[src/rtl/dff_shift_register.sv]
// WIDTH-bit edge-triggered register with complementary outputs, hold, parallel load,
// shift left/right, synchronous clear/preset and a one-cycle change flag.
module dff_shift_register #(
    parameter int unsigned         WIDTH     = 8,
    parameter logic [WIDTH-1:0]    RESET_VAL = '0
) (
    input  logic             clk,
    input  logic             rst_n,
    input  logic             en,
    input  logic             sclr,
    input  logic             spre,
    input  logic [1:0]       mode,
    input  logic [WIDTH-1:0] d,
    input  logic             ser_in_r,
    input  logic             ser_in_l,
    output logic [WIDTH-1:0] q,
    output logic [WIDTH-1:0] q_n,
    output logic             sout_r,
    output logic             sout_l,
    output logic             changed
);

    typedef enum logic [1:0] {
        ModeHold  = 2'b00,
        ModeShr   = 2'b01,
        ModeShl   = 2'b10,
        ModeLoad  = 2'b11
    } mode_e;

    logic [WIDTH-1:0] q_q, q_d;
    logic             changed_q, changed_d;
    logic [WIDTH-1:0] shr_val, shl_val;

    // Shift candidates; a 1-bit register simply takes the serial input.
    if (WIDTH == 1) begin : g_w1
        assign shr_val = ser_in_r;
        assign shl_val = ser_in_l;
    end else begin : g_wn
        assign shr_val = {ser_in_r, q_q[WIDTH-1:1]};
        assign shl_val = {q_q[WIDTH-2:0], ser_in_l};
    end

    // Next-state selection: clear beats preset, both ignore en; then en-gated mode.
    always_comb begin
        q_d = q_q;
        if (sclr) begin
            q_d = '0;
        end else if (spre) begin
            q_d = '1;
        end else if (en) begin
            unique case (mode_e'(mode))
                ModeHold: q_d = q_q;
                ModeShr:  q_d = shr_val;
                ModeShl:  q_d = shl_val;
                ModeLoad: q_d = d;
                default:  q_d = q_q;
            endcase
        end
        // Flag only real value changes, so equal loads or clears on zero stay quiet.
        changed_d = (q_d != q_q);
    end

    // State register with asynchronous reset that also aborts any pending operation.
    always_ff @(posedge clk or negedge rst_n) begin
        if (!rst_n) begin
            q_q       <= RESET_VAL;
            changed_q <= 1'b0;
        end else begin
            q_q       <= q_d;
            changed_q <= changed_d;
        end
    end

    // Combinational taps of the stored value.
    assign q       = q_q;
    assign q_n     = ~q_q;
    assign sout_r  = q_q[0];
    assign sout_l  = q_q[WIDTH-1];
    assign changed = changed_q;

endmodule

[config.mk]
export PLATFORM = sky130hd
export DESIGN_NAME = dff_shift_register
export DESIGN_NICKNAME = d
export VERILOG_FILES = /design/src/rtl/dff_shift_register.sv
export SDC_FILE = /design/constraint.sdc
export NUM_CORES = 1
export LEC_CHECK = 0
export CORE_MARGIN = 5
export CORE_UTILIZATION = 38
export CTS_CLUSTER_DIAMETER = 100
export DETAILED_ROUTE_END_ITERATION = 8
export PLACE_DENSITY = 0.76
export SYNTH_ARGS = -nofsm -noshare
export SYNTH_HDL_FRONTEND = slang
export SYNTH_SLANG_ARGS = --single-unit
[constraint.sdc]
create_clock -name clk -period 1.3 [get_ports clk]
set_input_delay 0.13 -clock clk [delete_from_list [all_inputs] [get_ports clk]]
set_output_delay 0.13 -clock clk [all_outputs]
set_load 0.05 [all_outputs]
=== After elaboration in Yosys (flattened, before gate mapping) ===
Cells that the tools add are included.

* Add/sub/neg operators: 0
* $mul: 0
* Div/mod/pow operators: 0
* Magnitude comparators: 0
* Equal/unequal tests: 4
* Shifts and indexed selects: 0
* Muxes and demuxes: 4
* Bitwise operators: 1
* Reduce and logical (&&, ||, !) cells: 1

{| class="wikitable"
|+ Operator list
! operator !! count
|-
| case mux 8 bit (4 select lines) || 1
|-
| two-way mux 8 bit || 3
|-
| inequality test 8 bit || 1
|-
| NOT 8 bit || 1
|-
| == test 2 bit (second input constant) || 2
|-
| == test 2 x 1 -> 1 bit (second input constant) || 1
|-
| logical NOT 2 bit || 1
|}

* Flip-flop bits (word level): 9
* Latch bits: 0
* RAM bits: 0
* Bits in read-only memories: 0
* Input bits: 17
* Output and inout port bits: 19
* Logic and storage cells: 12
* Memories kept: 0

=== Depth between registers and ports, before layout ===
* Word-level depth: 6
* Mapped depth: 8
* Gate-level depth less buffers: 6

=== Least setup slack after synthesis ===
No wires, ideal clock.

* Kind: reg2reg
* Start point: register q_q[3] (netlist: q[3])
* End point: register changed_q (netlist: changed)
* Arrival time: 1764 ps
* Data required time: 1179 ps
* Slack: -585 ps
* Cell stages (with the launch flop): 8
* Clock period less this slack: 1885 ps
* Cells stage by stage: dfrtp_1 -> clkbuf_1 -> inv_1 -> o22ai_1 -> a2bb2oi_1 -> a41oi_2 -> nor3_2 -> o21ai_2

* Word-level cells in the longest chain between the ends: 5

{| class="wikitable"
|+ Ends and longest elaborated chain
! element !! RTL line !! source
|-
| start: declaration || 30 || <nowiki>logic [WIDTH-1:0] q_q, q_d;</nowiki>
|-
| start signal: assignment || 69 || <nowiki>q_q <= q_d;</nowiki>
|-
| case mux 8 bit (4 select lines) || 51 || <nowiki>unique case (mode_e'(mode))</nowiki>
|-
| two-way mux 8 bit || 50 || <nowiki>end else if (en) begin</nowiki>
|-
| two-way mux 8 bit || 48 || <nowiki>end else if (spre) begin</nowiki>
|-
| two-way mux 8 bit || 46 || <nowiki>if (sclr) begin</nowiki>
|-
| inequality test 8 bit (*) || 60 || <nowiki>changed_d = (q_d != q_q);</nowiki>
|-
| net changed_d || 31 || <nowiki>logic changed_q, changed_d;</nowiki>
|-
| end signal: assignment || 70 || <nowiki>changed_q <= changed_d;</nowiki>
|-
| end: declaration || 31 ||
|}

The timed path passes the listed nets; every way through them passes the cells marked *.

=== Final worst setup path ===
* Start point: register q_q[4] (netlist: q[4])
* End point: register changed_q (netlist: changed)

The elaborated chain is that of the path after synthesis.

==> impl_metrics.ini <==
[timing]
setup_viol = 12
relSlewSlack_pct = 70.1
rsz0062_at_grt = true
min_period_ns = 1.61
hold_violations = 0
post-route-period-util_pct = 124
fin_tns_setup_ns = -1.28
fin_ws_ns = -0.313
max_freq_ghz = 0.620
finClkSkew_ns = 0.00300
tightest_slew_ns = 0.448
slew_violations = 0

[synth]
synthesis.area_um2 = 841
post-synth-top-area-cell = dfrtp_1
synth_top_area_share_pct = 26.8
ys_seq_elements = 9
synth_area_leaders = dfrtp_1, nor2_1, mux2_2
synth_warnings = 0
avgSynthCellArea_um2 = 8.67
syn_inst = 97
synth_cell_type_count = 31
seq_area_frac_synth_pct = 26.8
syn_nets = 114

[power]
power.density_nw_per_um2 = 809
vdd_drop_max_v = 0.000786
p_total_mw = 1.52
p_leak_nw = 0.775

[global_routing]
antenna_found_initial = 0
grt_pass1_vias = 1094
track_usage_pct = 22.0
grt_start_max_net_pins = 12
grt_pass1_wl_um = 5580
grt-ovfl-total = 0

[finish]
layout_commonest_cell = buf_4
areaGrowthSynthToFinish_pct = 123
nNetsFinal = 188
diodes = 0
fin_util_pct = 86.3
final_cell_mix = buf_4, buf_12, nor2_1
multi_input_area_um2 = 596
drive_above_1_share_pct = 65.9
layout.area.seq_um2 = 240
fillerInstances = 105

[worst_setup_path]
arrival_ns = 1.80
cp-end-kind = flip-flop
critPathMaxFanout = 2
r2r_cells = 7
critPathKind = reg -> reg
critPathLaunchType = flip-flop
critPathRequiredTime_ns = 1.48

[min_path]
holdCritPathClass = in -> async

[status]
violations = negative setup slack
outcome = finished, violations left

[clock_tree]
cts_buffer_depth = 2
insertion_delay_ns = 0.26
numCtsBuffers = 3
hold_buffers = 0
clock-sinks = 9
root_buffer = clkbuf_4
cts_tree = built
path_clk_slew_ns = 0.07
h-tree-depth = 1

[routing]
viasPerCell = 6.04
ant_nets = 0
wire_per_inst_um = 21.5
post-route-drc-count = 0
vias = 1196
wl_um = 4260
first_pass_iters = 4
drt_iter0_markers = 67

[run]
cap_violations = 0

[die]
start_util_pct = 38.8
rows = 17
die_h_um = 57.0
core-area_um2 = 2170
die_w_um = 57.0
ioPinCount = 36
die-area_um2 = 3250

[placed_design]
portBuffers = 35
dp_hpwl_um = 2460
globalplace.congestion = 0.921
==> per-stage QoR <==
| step | cell area [um^2] | hold WS [ns] | setup slack (ns) | std cells |
|---|---|---|---|---|
| 6_report | 1870 | 0.180 | -0.313 | 198 |
| 2_1_floorplan | 900 | -0.166 | -0.341 | 97 |
| 3_3_place_gp | 1620 | 0.456 | -0.602 | 180 |
| 5_1_grt | 1870 | 0.193 | -0.355 | 198 |
| 4_1_cts | 1780 | 0.181 | -0.266 | 189 |
| 3_5_place_dp | 1620 | 0.462 | -0.683 | 180 |
==> metal layers <==
layer  track usage (%)  vias up  share of wire, %
met1              27.0      563                36
met5                 0        -                 0
met3              4.30       31               8.8
li1                  -      505                 -
met2              37.5       97                49
met4              8.61        0               6.6
==> registers in the layout, indices dropped and copies added (netlist names) <==
signal / cells
q: 8
changed: 1
==> worst max-delay path, stage by stage, from the launching register on <==
cell	delay (ns)
dfrtp_4	0.48
mux2_4	0.28
a22oi_2	0.16
buf_4	0.15
nand2_1	0.10
a21oi_2	0.17
nor3_2	0.07
o21ai_2	0.13
==> area by class of cell <==
class,count,area share [%]
flip-flops and latches,9,12.8
clock buffers,4,1.40
repair buffers,77,48.9
inverters,8,3.21
well taps,28,1.87
multi-input cells,72,31.8
==> kinds of logic after synthesis <==
| kind of cell | after synthesis | synth area share (%) |
|---|---|---|
| buffers and inverters | 17 | 10.6 |
| multiplexers | 9 | 12.4 |
| AND/OR/NAND/NOR | 31 | 16.7 |
| flip-flops | 9 | 26.8 |
| AO/OA/AOI/OAI | 31 | 33.6 |
==> power by group <==
part | switching (mW) | total [mW] | internal (mW)
Sequential | 0.0256 | 0.334 | 0.308
Clock | 0.102 | 0.221 | 0.118
Combinational | 0.485 | 0.961 | 0.475
Total | 0.613 | 1.52 | 0.902
==> path summary, 6_finish.rpt <==
path	endpoint	slack, ns	from
setup / recovery	changed$_DFF_PN0_	-0.31	q[4]$_DFF_PN0_
setup reg to reg	changed$_DFF_PN0_	-0.31	q[4]$_DFF_PN0_
hold / removal	q[2]$_DFF_PN0_	0.18	rst_n
max in group asynchronous	q[4]$_DFF_PN0_	0.77	rst_n
hold reg to reg	q[5]$_DFF_PN0_	0.72	q[5]$_DFF_PN0_
min in group clk	changed$_DFF_PN0_	0.68	mode[1]
==> what timing repair did <==
item	4_1_cts	5_1_grt
gates cloned	1	0
pin swaps	10	10
hold endpoints to repair	0	0
resized for setup	28	11
setup endpoints to repair	15	17
setup buffers	4	11
==> Yosys cell counts (all sizes together) <==
library cell  instances
nor2                 20
a22oi                10
dfrtp                 9
a211oi                8
inv                   8
mux2                  8
buf                   6
nand4                 4
o21ai                 4
clkbuf                3
nand2                 3
a21oi                 2
o22a                  2
a2bb2oi               1
a32oi                 1
a41oi                 1
and2b                 1
mux2i                 1
nand3                 1
nor3                  1
o221ai                1
o22ai                 1
or2                   1
Note: power is estimated with default switching activity, not from simulation.
